===== src/rtl/freq_meas_ctrl.sv =====
// Frequency meter gate sequencer: hysteretic pulse from ADC samples, gated 6-digit
// BCD edge counter, result latch and decimal auto-ranging of the gate length.
module freq_meas_ctrl #(
   parameter int GATE_CYC    = 100000000,
   parameter int HOLDOFF_CYC = 1000,
   parameter int FULL_SCALE  = 999999,
   parameter int THRESH_HI   = 136,
   parameter int THRESH_LO   = 120
) (
   input  logic        clk100,
   input  logic        rst_n,
   input  logic        run_en,
   input  logic        auto_en,
   input  logic [1:0]  range_sel,
   input  logic [7:0]  data_in,
   output logic [23:0] bcd_out,
   output logic [1:0]  range_out,
   output logic        ovf_out,
   output logic        result_valid,
   output logic        gate_active
);
   localparam logic [26:0] GATE_LEN0 = 27'(GATE_CYC);
   localparam logic [26:0] GATE_LEN1 = 27'(GATE_CYC / 10);
   localparam logic [26:0] GATE_LEN2 = 27'(GATE_CYC / 100);
   localparam logic [26:0] HOLD_LEN  = 27'(HOLDOFF_CYC);
   localparam logic [19:0] FS_BIN    = 20'(FULL_SCALE);
   localparam logic [19:0] LOW_BIN   = 20'((FULL_SCALE + 1) / 20);
   localparam logic [7:0]  TH_HI     = 8'(THRESH_HI);
   localparam logic [7:0]  TH_LO     = 8'(THRESH_LO);

   typedef enum logic [2:0] {
      S_IDLE    = 3'd0,
      S_CLEAR   = 3'd1,
      S_GATE    = 3'd2,
      S_LATCH   = 3'd3,
      S_HOLDOFF = 3'd4
   } state_t;

   state_t      r_state;
   logic [26:0] r_timer;
   logic        r_pulse;
   logic        r_pulse_d1;
   logic [23:0] r_bcd;
   logic [19:0] r_bin;
   logic        r_ovf;
   logic [1:0]  r_range;
   logic [1:0]  r_next_range;
   logic        r_auto_used;
   logic [23:0] r_bcd_out;
   logic [1:0]  r_range_out;
   logic        r_ovf_out;
   logic        r_valid;
   logic        r_gate_active;

   logic        w_edge;
   logic [1:0]  w_man_range;
   logic [1:0]  w_sel_range;
   logic [26:0] w_gate_len;

   function automatic logic [23:0] bcd_inc(input logic [23:0] v);
      logic [23:0] res;
      logic        carry;
      res   = v;
      carry = 1'b1;
      for (int i = 0; i < 6; i++) begin
         if (carry) begin
            if (res[i*4 +: 4] == 4'd9) begin
               res[i*4 +: 4] = 4'd0;
               carry         = 1'b1;
            end else begin
               res[i*4 +: 4] = res[i*4 +: 4] + 4'd1;
               carry         = 1'b0;
            end
         end else begin
            carry = 1'b0;
         end
      end
      return res;
   endfunction

   assign w_edge = r_pulse & ~r_pulse_d1;

   // Range chosen for the next gate and the matching gate length
   always_comb begin
      w_man_range = (range_sel == 2'd3) ? 2'd2 : range_sel;
      w_sel_range = auto_en ? r_next_range : w_man_range;
      case (w_sel_range)
         2'd0:    w_gate_len = GATE_LEN0;
         2'd1:    w_gate_len = GATE_LEN1;
         default: w_gate_len = GATE_LEN2;
      endcase
   end

   // Hysteretic comparator and its one-cycle delay for rising-edge detection
   always_ff @(posedge clk100 or negedge rst_n) begin
      if (!rst_n) begin
         r_pulse    <= 1'b0;
         r_pulse_d1 <= 1'b0;
      end else begin
         if (data_in >= TH_HI) begin
            r_pulse <= 1'b1;
         end else if (data_in < TH_LO) begin
            r_pulse <= 1'b0;
         end else begin
            r_pulse <= r_pulse;
         end
         r_pulse_d1 <= r_pulse;
      end
   end

   // Gated edge counter: BCD digits for display, binary copy for range decisions
   always_ff @(posedge clk100 or negedge rst_n) begin
      if (!rst_n) begin
         r_bcd <= 24'd0;
         r_bin <= 20'd0;
         r_ovf <= 1'b0;
      end else if (r_state == S_CLEAR) begin
         r_bcd <= 24'd0;
         r_bin <= 20'd0;
         r_ovf <= 1'b0;
      end else if ((r_state == S_GATE) && w_edge) begin
         if (r_bin == FS_BIN) begin
            r_ovf <= 1'b1;
         end else begin
            r_bin <= r_bin + 20'd1;
            r_bcd <= bcd_inc(r_bcd);
         end
      end else begin
         r_bcd <= r_bcd;
         r_bin <= r_bin;
         r_ovf <= r_ovf;
      end
   end

   // Measurement sequencer with registered result and gate outputs
   always_ff @(posedge clk100 or negedge rst_n) begin
      if (!rst_n) begin
         r_state       <= S_IDLE;
         r_timer       <= 27'd0;
         r_range       <= 2'd0;
         r_next_range  <= 2'd0;
         r_auto_used   <= 1'b0;
         r_bcd_out     <= 24'd0;
         r_range_out   <= 2'd0;
         r_ovf_out     <= 1'b0;
         r_valid       <= 1'b0;
         r_gate_active <= 1'b0;
      end else begin
         r_valid <= 1'b0;
         case (r_state)
            S_IDLE: begin
               r_gate_active <= 1'b0;
               if (run_en) begin
                  r_state <= S_CLEAR;
               end else begin
                  r_state <= S_IDLE;
               end
            end
            S_CLEAR: begin
               if (!run_en) begin
                  r_state <= S_IDLE;
               end else begin
                  r_range       <= w_sel_range;
                  r_auto_used   <= auto_en;
                  r_timer       <= w_gate_len;
                  r_gate_active <= 1'b1;
                  r_state       <= S_GATE;
               end
            end
            S_GATE: begin
               if (!run_en) begin
                  r_gate_active <= 1'b0;
                  r_state       <= S_IDLE;
               end else if (r_timer <= 27'd1) begin
                  r_gate_active <= 1'b0;
                  r_state       <= S_LATCH;
               end else begin
                  r_timer <= r_timer - 27'd1;
               end
            end
            S_LATCH: begin
               r_bcd_out   <= r_bcd;
               r_range_out <= r_range;
               r_ovf_out   <= r_ovf;
               r_valid     <= 1'b1;
               // Manual measurements leave the auto-range history untouched
               if (r_auto_used) begin
                  if (r_ovf && (r_range < 2'd2)) begin
                     r_next_range <= r_range + 2'd1;
                  end else if (!r_ovf && (r_range > 2'd0) && (r_bin < LOW_BIN)) begin
                     r_next_range <= r_range - 2'd1;
                  end else begin
                     r_next_range <= r_next_range;
                  end
               end else begin
                  r_next_range <= r_next_range;
               end
               r_timer <= HOLD_LEN;
               r_state <= S_HOLDOFF;
            end
            S_HOLDOFF: begin
               if (r_timer <= 27'd1) begin
                  r_state <= run_en ? S_CLEAR : S_IDLE;
               end else begin
                  r_timer <= r_timer - 27'd1;
               end
            end
            default: begin
               r_gate_active <= 1'b0;
               r_state       <= S_IDLE;
            end
         endcase
      end
   end

   assign bcd_out      = r_bcd_out;
   assign range_out    = r_range_out;
   assign ovf_out      = r_ovf_out;
   assign result_valid = r_valid;
   assign gate_active  = r_gate_active;

endmodule

===== config.mk =====
export PLATFORM = sky130hd
export DESIGN_NAME = freq_meas_ctrl
export DESIGN_NICKNAME = d
export VERILOG_FILES = /design/src/rtl/freq_meas_ctrl.sv
export SDC_FILE = /design/constraint.sdc
export NUM_CORES = 1
export LEC_CHECK = 0
export CORE_MARGIN = 2
export CORE_UTILIZATION = 54
export DETAILED_ROUTE_END_ITERATION = 16
export HOLD_SLACK_MARGIN = 0.02
export PLACE_DENSITY = 0.86
export SYNTH_ARGS = -nofsm -noshare
export SYNTH_HDL_FRONTEND = slang
export SYNTH_SLANG_ARGS = --single-unit

===== constraint.sdc =====
create_clock -name clk100 -period 2.2 [get_ports clk100]
set_clock_uncertainty 0.05 [all_clocks]
set_input_delay 0.44 -clock clk100 [delete_from_list [all_inputs] [get_ports clk100]]
set_output_delay 0.44 -clock clk100 [all_outputs]
set_load 0.03 [all_outputs]

==> summary.txt <==
Routing
  – Residual DRC: 0
  – Vias per std cell: between 6 and 7
  – Drt wl/cell: between 15 and 20 µm
  – Routed Antenna Nets: 0
  – Initial drt markers: between 600 and 700
  – Final WL: roughly 18 mm
  – Drt pass-1 iters: 5
  – Vias post-DR: approximately 6000

Place
  – Port Buffer Count: 39
  – Place WS: -136.4 ps
  – Final HPWL DP: 12.06 mm
  – Placer Congestion: 0.9993

Timing
  – Pin slew with the least headroom to its limit: approximately 650 ps
  – Setup violators final: 2
  – Crit path time final: between 2000 and 2500 ps
  – Max Fclk: ~0.45 GHz
  – Final worst path period share: 1.006
  – RSZ-0062 raised after global routing: true
  – WHS: between 400 and 500 ps
  – Setup slack after layout: -12.13 ps
  – Slew HR: 0.5656
  – Final Slew Violations: 0
  – Final hold violation count: 0

Power and ir drop
  – Leak: 3.395 nW
  – Power per cell area: 1136 nW/µm²
  – Max VDD drop: approximately 0.74 mV

Layout
  – Synthesis-to-layout area growth: 28.50%
  – Most common cell after layout, fill and taps aside: dfrtp_1
  – Inserted Diodes: 0
  – Final #Nets: a little over 800
  – Final core occ: 0.7175
  – Layout cells sized above 1: 0.2279
  – Commonest non-fill, non-tap cells in the layout: dfrtp_1, nand2_1, buf_4

Synth
  – Post-Syn Area: 6132 µm²
  – Ys Warns: 0
  – Top FF cell, synth: dfrtp_1
  – Register bit total from synthesis: ~110
  – Sequential share of the synthesized area: 0.4530
  – EDFF count, synth: 0
  – Mapped Cells: between 600 and 700
  – Syn Nets: a little over 700
  – Mean post-synth cell area: about 9 µm²
  – Post-synth ARST share: 1.000
  – Cell variety after synth: 76

Critical path
  – Top Family by Delay on Critical Path: simple AND/OR/NAND/NOR gates
  – CP dominant cell by count: buf_4
  – WP buf/inv: 2
  – Critical Path Start Type: flip-flop
  – Critical Path Fanout Max: 9
  – Worst path depth: 6
  – Required @ worst endpoint: 2390 ps
  – Crit path cell chain: buf_4, or3b_1, o211ai_1, buf_4, nand4_1, a32o_1
  – Worst R2R Path Depth: 6
  – Setup CP Type: reg2reg
  – Largest stage delay, worst path: around 450 ps
  – Crit path DAT: 2410 ps
  – Slowest cell on the critical path: or3b_1
  – Crit end category: flip-flop

Global routing
  – Initial antenna violation count: 0
  – Total track usage: 0.2832
  – Vias in the first global route: between 5000 and 6000
  – Largest net degree at the start of global routing: between 50 and 60
  – Global route overflow: 0
  – First-pass GRT wire length: about 29 mm

Min path
  – Hold path cells: 2
  – Hold/Removal Path Class: reg2reg

Clock tree
  – Clock slew at reported path FFs: roughly 80 ps
  – CTS tree: done
  – Skew-Pair Late Insertion Delay: 360 ps
  – CTS Buffer Depth: 2
  – Root buffer cell: clkbuf_16
  – # clock sinks: about 110
  – TritonCTS Buffers: 9
  – H-tree lvl count: 3

Die
  – Row cnt: 38
  – I/O pins: between 40 and 50
  – Die H: between 100 and 150 µm
  – Core Region: ~11000 µm²
  – Initial core utilization: 0.5583
  – Full die area: 12220 µm²
  – Die W: 110.6 µm

Status
  – Status: finished, violations left
  – Failing checks: setup timing

Flow run
  – Number of max-cap violations: 0
path summary, 6_finish.rpt:
check | start | end | slack, ps
max | r_state[1] | r_timer[21] | -10
min | bcd_out[10] | bcd_out[10] | 430
max reg2reg | r_state[1] | r_timer[21] | -10
min reg2reg | bcd_out[10] | bcd_out[10] | 430
max in group asynchronous | rst_n | r_bin[16] | 1020
min in group asynchronous | rst_n | r_bcd[12] | 480
through the flow:
stage | setup TNS (ps) | cells | cell area, µm² | power [mW]
detailed placement | -925.1 | 914 | 7226 | 6.831
CTS | -8.810 | 931 | 7595 | 8.535
finish | -17.35 | 943 | 7880 | 8.953
global route | -810.1 | 943 | 7880 | 9.415
floorplan | 0 | 681 | 6137 | 5.255
global placement | -122.1 | 914 | 7226 | 6.668
power breakdown:
| group | internal [mW] | switching (mW) |
|---|---|---|
| sequential | 2.46 | 0.406 |
| combinational | 1.87 | 2.55 |
| clock | 0.883 | 0.772 |
routing by layer:
metal | part of all wire | vias up | global-route usage
met5 | 0 | - | 0
met4 | 0.035 | 0 | 0.1092
met3 | 0.080 | 67 | 0.06861
met2 | 0.49 | 311 | 0.4765
met1 | 0.40 | 2927 | 0.3535
li1 | - | 2729 | -
worst reg2reg max path, delay by kind of cell, from the launching register on:
family	cells	cell delay (ps)
AND/OR/NAND/NOR	2	590
AO/OA/AOI/OAI	2	570
buffers and inverters	2	440
flip-flops	1	430
cell usage after synthesis, types with 6 or more instances:
cell type,number,area (µm²)
o211ai_1,8,60.06
nand3_1,24,120.1
nor3_1,16,80.08
a21oi_1,54,270.3
dfrtp_1,111,2778
ha_1,15,187.7
and3_1,6,37.54
inv_1,20,75.07
clkbuf_1,20,75.07
nor4_1,7,43.79
nand4_1,10,62.56
o31ai_1,15,112.6
a31oi_1,10,62.56
o21ai_0,45,225.2
or3_1,17,106.4
or4_1,16,120.1
nor2_1,45,168.9
o21ai_2,8,70.07
nand2b_1,8,50.05
nand2_1,109,409.1
sequential cells by signal, summed over array words and instances (netlist names):
name / flops
r_timer: 27
bcd_out: 24
r_bcd: 24
r_bin: 20
r_state: 3
r_next_range: 2
r_range: 2
range_out: 2
gate_active: 1
ovf_out: 1
r_auto_used: 1
r_ovf: 1
r_pulse: 1
r_pulse_d1: 1
result_valid: 1
cell type report:
type,count,area (µm²)
multi-input cells,517,3343
fillers,750,3103
flip-flops and latches,111,2779
repair buffers,139,1209
clock buffers,9,225.2
well taps,140,175.2
inverters,21,78.83
clock inverters,6,70.07
logic make-up after synthesis:
family / count (synthesis) / synth area share
simple gates: 302 / 0.2614
compound gates: 186 / 0.1957
flops: 111 / 0.4530
buf+inv: 53 / 0.03734
fa+ha+maj: 16 / 0.03224
xor+xnor: 7 / 0.009998
mux: 6 / 0.01041
timing repair:
| item | CTS | global route |
|---|---|---|
| resized for setup | 12 | 48 |
| setup endpoints to repair | 30 | 50 |
| hold endpoints to repair | 20 | 0 |
| hold buffers | 1 | 0 |
| buffers inserted | 1 | 12 |
| pin swaps | 2 | 16 |
Note: power is estimated with default switching activity, not from simulation.
